`src/rtl/pipeline_run_ctrl.sv`:
```
// Run controller for the 5-stage RISC-V pipeline: sequences core reset release,
// counts RUN cycles and retires, and halts on EBREAK, self-loop or timeout.
module pipeline_run_ctrl #(
  parameter int XLEN       = 32,
  parameter int CNT_W      = 32,
  parameter int RST_CYCLES = 4,
  parameter int MAX_CYCLES = 1000,
  parameter int LOOP_LIMIT = 8
) (
  input  logic             clk,
  input  logic             rst,
  input  logic             retire_valid,
  input  logic [XLEN-1:0]  retire_pc,
  input  logic [31:0]      retire_instr,
  output logic             core_rst,
  output logic             running,
  output logic             done,
  output logic [1:0]       status,
  output logic [CNT_W-1:0] cycle_count,
  output logic [CNT_W-1:0] retire_count
);

  localparam logic [1:0] ST_HOLD = 2'd0;
  localparam logic [1:0] ST_RUN  = 2'd1;
  localparam logic [1:0] ST_DONE = 2'd2;

  localparam logic [1:0] STAT_NONE    = 2'b00;
  localparam logic [1:0] STAT_EBREAK  = 2'b01;
  localparam logic [1:0] STAT_LOOP    = 2'b10;
  localparam logic [1:0] STAT_TIMEOUT = 2'b11;

  localparam int HOLD_W = (RST_CYCLES > 1) ? $clog2(RST_CYCLES) : 1;
  localparam int LOOP_W = $clog2(LOOP_LIMIT + 1);

  localparam logic [HOLD_W-1:0] HOLD_LAST  = HOLD_W'(RST_CYCLES - 1);
  localparam logic [LOOP_W-1:0] LOOP_MAX   = LOOP_W'(LOOP_LIMIT);
  localparam logic [CNT_W-1:0]  TIMEOUT_AT = CNT_W'(MAX_CYCLES - 1);
  localparam logic [31:0]       EBREAK     = 32'h0010_0073;

  logic [1:0]        r_state;
  logic [HOLD_W-1:0] r_hold_cnt;
  logic [LOOP_W-1:0] r_loop_cnt;
  logic [XLEN-1:0]   r_last_pc;
  logic              r_core_rst;
  logic              r_running;
  logic              r_done;
  logic [1:0]        r_status;
  logic [CNT_W-1:0]  r_cycle_count;
  logic [CNT_W-1:0]  r_retire_count;

  logic              w_is_ebreak;
  logic              w_is_loop;
  logic              w_is_timeout;
  logic [LOOP_W-1:0] w_loop_next;
  logic [CNT_W-1:0]  w_cycle_inc;
  logic [CNT_W-1:0]  w_retire_inc;
  logic [1:0]        w_stop_code;

  // Loop streak only advances while running, so it never exceeds LOOP_LIMIT-1 here.
  assign w_loop_next  = (retire_pc == r_last_pc) ? (r_loop_cnt + LOOP_W'(1)) : LOOP_W'(1);
  assign w_is_ebreak  = retire_valid && (retire_instr == EBREAK);
  assign w_is_loop    = retire_valid && (w_loop_next == LOOP_MAX);
  assign w_is_timeout = (MAX_CYCLES != 0) && (r_cycle_count == TIMEOUT_AT);
  assign w_cycle_inc  = (r_cycle_count == '1) ? r_cycle_count : r_cycle_count + CNT_W'(1);
  assign w_retire_inc = (r_retire_count == '1) ? r_retire_count : r_retire_count + CNT_W'(1);

  always_comb begin
    w_stop_code = STAT_NONE;
    if (w_is_ebreak)       w_stop_code = STAT_EBREAK;
    else if (w_is_loop)    w_stop_code = STAT_LOOP;
    else if (w_is_timeout) w_stop_code = STAT_TIMEOUT;
  end

  always_ff @(posedge clk or posedge rst) begin
    if (rst) begin
      r_state        <= ST_HOLD;
      r_hold_cnt     <= '0;
      r_loop_cnt     <= '0;
      r_last_pc      <= '0;
      r_core_rst     <= 1'b1;
      r_running      <= 1'b0;
      r_done         <= 1'b0;
      r_status       <= STAT_NONE;
      r_cycle_count  <= '0;
      r_retire_count <= '0;
    end else begin
      case (r_state)
        ST_HOLD: begin
          if (r_hold_cnt == HOLD_LAST) begin
            r_state    <= ST_RUN;
            r_core_rst <= 1'b0;
            r_running  <= 1'b1;
            r_loop_cnt <= '0;
          end else begin
            r_hold_cnt <= r_hold_cnt + HOLD_W'(1);
          end
        end
        ST_RUN: begin
          // The terminating cycle and retire are both counted before freezing.
          r_cycle_count <= w_cycle_inc;
          if (retire_valid) begin
            r_retire_count <= w_retire_inc;
            r_loop_cnt     <= w_loop_next;
            r_last_pc      <= retire_pc;
          end
          if (w_stop_code != STAT_NONE) begin
            r_state   <= ST_DONE;
            r_running <= 1'b0;
            r_done    <= 1'b1;
            r_status  <= w_stop_code;
          end
        end
        ST_DONE: begin
          r_state <= ST_DONE;
        end
        default: begin
          r_state    <= ST_HOLD;
          r_hold_cnt <= '0;
          r_core_rst <= 1'b1;
          r_running  <= 1'b0;
        end
      endcase
    end
  end

  assign core_rst     = r_core_rst;
  assign running      = r_running;
  assign done         = r_done;
  assign status       = r_status;
  assign cycle_count  = r_cycle_count;
  assign retire_count = r_retire_count;

endmodule

```
`config.mk`:
```
export PLATFORM = sky130hd
export DESIGN_NAME = pipeline_run_ctrl
export DESIGN_NICKNAME = d
export VERILOG_FILES = /design/src/rtl/pipeline_run_ctrl.sv
export SDC_FILE = /design/constraint.sdc
export NUM_CORES = 1
export LEC_CHECK = 0
export ABC_AREA = 1
export CORE_MARGIN = 4
export CORE_UTILIZATION = 50
export DETAILED_ROUTE_END_ITERATION = 10
export PLACE_DENSITY = 0.78
export SYNTH_ARGS = -nofsm -noshare
export SYNTH_HDL_FRONTEND = slang
export SYNTH_SLANG_ARGS = --single-unit
export TNS_END_PERCENT = 100
```
`constraint.sdc`:
```
create_clock -name clk -period 3.87 [get_ports clk]
set_input_delay 0.5805 -clock clk [delete_from_list [all_inputs] [get_ports clk]]
set_output_delay 0.5805 -clock clk [all_outputs]
set_load 0.01 [all_outputs]
```
==> flow_metrics.tcl <==
set metrics [dict create \
    outcome "finished clean" \
    crit_type "primary input to flop" \
    first_iter_violations 376 \
    die_x_um 119 \
    critical_path_arrival_ns 2.51 \
    start_util_pct 51.3 \
    final_nets 1017 \
    ant_nets 0 \
    hold_buffers 0 \
    core_area_mm2 0.0121 \
    grt_max_degree 77 \
    cts_resized 0 \
    tightest_slew_ns 0.947 \
    place_congestion 0.936 \
    relSlewSlack_pct 36.9 \
    cp_slowest_stage_delay_ns 0.49 \
    ios 136 \
    cts_root_buf "clkbuf_16" \
    p_clk_share_pct 34.2 \
    ys_seq_area_share_pct 44.1 \
    r2r_cells 9 \
    design.die.area_mm2 0.0142 \
    die_h_um 119 \
    antenna_found_initial 0 \
    slew_violations 0 \
    switching_share_pct 26.1 \
    vdd_drop_max_uv 316 \
    totalPowerFinal_mw 2.72 \
    vias_per_cell 4.85 \
    syn_inst 805 \
    p_int_mw 2.01 \
    clockBufferDepth 2 \
    grt.total_usage_pct 20.8 \
    crit_path_end_kind "flop" \
    pwr-share-seq_pct 48.7 \
    min_period_over_period_pct 59.3 \
    port_buffers 135 \
    cts_sinks 109 \
    rows 40 \
    wl_mm 14.3 \
    holdPathStages 1 \
    diodes 0 \
    clock_skew_ns 0.00690 \
    cts_tree "done" \
    async_reset_ff_share_pct 100 \
    netlist_area_mm2 0.00618 \
    ys_types 36 \
    htree_num_levels 3 \
    area_growth_pct 29.6 \
    drc 0 \
    yosysWarnings 0 \
    num_vias 5413 \
    cp_slowest_cell "clkdlybuf4s50_1" \
    rsz0062_at_grt "false" \
    n_fill_cell 1054 \
    post_dp_cell_area_mm2 0.00771 \
    powerDensity_mw_per_mm2 339 \
    setup_violations 0 \
    synthFlopType "dfrtp_1" \
    fmax_mhz 436 \
    grt_pass1_vias 5275 \
    critPathLaunchType "primary input" \
    dp_hpwl_mm 10.8 \
    maxCapViolations 0 \
    crit_top_cell "nand2_1" \
    ys_seq_elements 109 \
    synth_edf_count 0 \
    clock_latency_ns 0.33 \
    cts_buffers 9 \
    grt-ovfl-total 0 \
    drive_gt1_share_pct 6.01 \
    power_frac_comb_pct 17.1 \
    hold_violations 0 \
    routedWlPerCell_um 12.8 \
    min_period_ns 2.29 \
    net-switching-power_uw 709 \
    synthesis.nets 879 \
    clk_pin_slew_worst_paths_ns 0.07 \
    seqCellArea_mm2 0.00273 \
    setup_tns_ns 0 \
    required_ns 4.08 \
    detailedRoute.firstPassIterationCount 5 \
    postCtsSetupBuffers 0 \
    p_leak_nw 3.83 \
    multi_input_area_mm2 0.00294 \
    syn_avg_cell_area_um2 7.68 \
    path_cells "clkdlybuf4s50_1, inv_1, nand2_1, nand2_1, nor2_1, nand2_1, nor2_1, nand2_1, nor2_1, nand4_1, nand3_1, nand2_1, nand2_1, o21ai_0" \
    hp-class "flop to flop" \
    stdcell_area_mm2 0.00801 \
    cp_max_fo 4 \
    grt_pass1_wl_mm 24.5 \
    holdWs_ns 0.481 \
]
critical path, delay by kind of cell:
kind	cells	cell delay, ns
AOI/OAI and AO/OA	1	0.07
buffers and inverters	2	0.55
and+or+nand+nor	11	1.29
synth_stat cells, types with 6 or more instances:
master,count,share of area [%]
dfrtp_1,108,44
nor3_1,19,1.5
nor4_1,14,1.4
ha_1,7,1.4
nor2_1,79,4.8
nor2_2,7,0.71
clkbuf_1,6,0.36
nand3_2,8,1.3
nand3_1,21,1.7
nand2_2,6,0.61
inv_1,115,7.0
o21ai_0,37,3.0
xnor2_1,22,3.1
nand2_1,256,16
nand4_1,21,2.1
xor2_1,44,6.2
logic make-up (layout without fill, tap and decap cells):
kind of cell / after synthesis / in the layout / synth area share [%]
and+or+nand+nor: 445 / 445 / 32.2
buffers and inverters: 128 / 271 / 8.29
DFF: 109 / 109 / 44.1
xor gates and xnor gates: 66 / 66 / 9.35
AOI/OAI and AO/OA: 50 / 50 / 4.61
adders and majority gates: 7 / 7 / 1.42
layout make-up:
type                            instances  area share [%]
Multi-Input combinational cell        568            36.7
Sequential cell                       109            34.1
Timing Repair Buffer                  137            17.2
Inverter                              118            5.59
Clock buffer                           13            3.25
Tap cell                              168            2.62
Clock inverter                          3           0.547
layout by cell type, fill, tap and decap left out, types with 2 or more instances in the layout:
master,n
clkbuf_1,2
clkbuf_16,9
clkbuf_8,2
clkdlybuf4s50_1,135
dfrtp_1,108
ha_1,7
inv_1,114
inv_2,2
inv_4,2
nand2_1,256
nand2_2,6
nand2_4,3
nand3_1,21
nand3_2,8
nand4_1,21
nor2_1,79
nor2_2,7
nor2_4,2
nor3_1,19
nor3_2,3
nor3_4,2
nor4_1,14
o21ai_0,37
o21ai_2,4
o31ai_1,3
xnor2_1,22
xor2_1,44
routing by layer:
metal / share of wire [%] / track usage (%) / vias to the layer above
met5: 0 / 0 / -
met4: 1.7 / 5.50 / 0
met3: 4.1 / 4.23 / 18
met2: 48 / 33.8 / 111
met1: 47 / 28.6 / 2493
li1: - / - / 2791
power groups by stage:
stage	Clock [mW]	Combinational, mW	Sequential [mW]
after global routing	0.992	0.527	1.34
final	0.930	0.465	1.32
after detailed placement	0	0.472	1.34
after global placement	0	0.463	1.34
after floorplan	0	0.221	1.35
after CTS	0.951	0.473	1.32
flip-flops by register name (all words and copies together) (netlist names), 2 cells and up:
name / cells
r_hold_cnt: 2
retire_count: 32
cycle_count: 32
r_loop_cnt: 4
r_state: 2
status: 2
r_last_pc: 32
final timing paths:
| path | from | to | slack [ns] |
|---|---|---|---|
| setup / recovery | retire_pc[15] | r_state[1] | 1.58 |
| hold / removal | done | done | 0.48 |
| setup reg to reg | r_state[1] | retire_count[28] | 1.74 |
| hold reg to reg | done | done | 0.48 |
| max in group asynchronous | rst | cycle_count[2] | 2.38 |
| min in group asynchronous | rst | retire_count[30] | 0.81 |
metrics by stage:
| stage | setup WS [ns] | cells | util [%] |
|---|---|---|---|
| 2_1_floorplan | 0.417 | 805 | - |
| 5_1_grt | 1.38 | 1116 | 66.4 |
| 4_1_cts | 1.62 | 1116 | 66.4 |
| 3_5_place_dp | 1.28 | 1100 | 63.9 |
| 3_3_place_gp | 1.33 | 1100 | 63.9 |
| 6_report | 1.58 | 1116 | 66.4 |
Note: power is estimated with default switching activity, not from simulation.
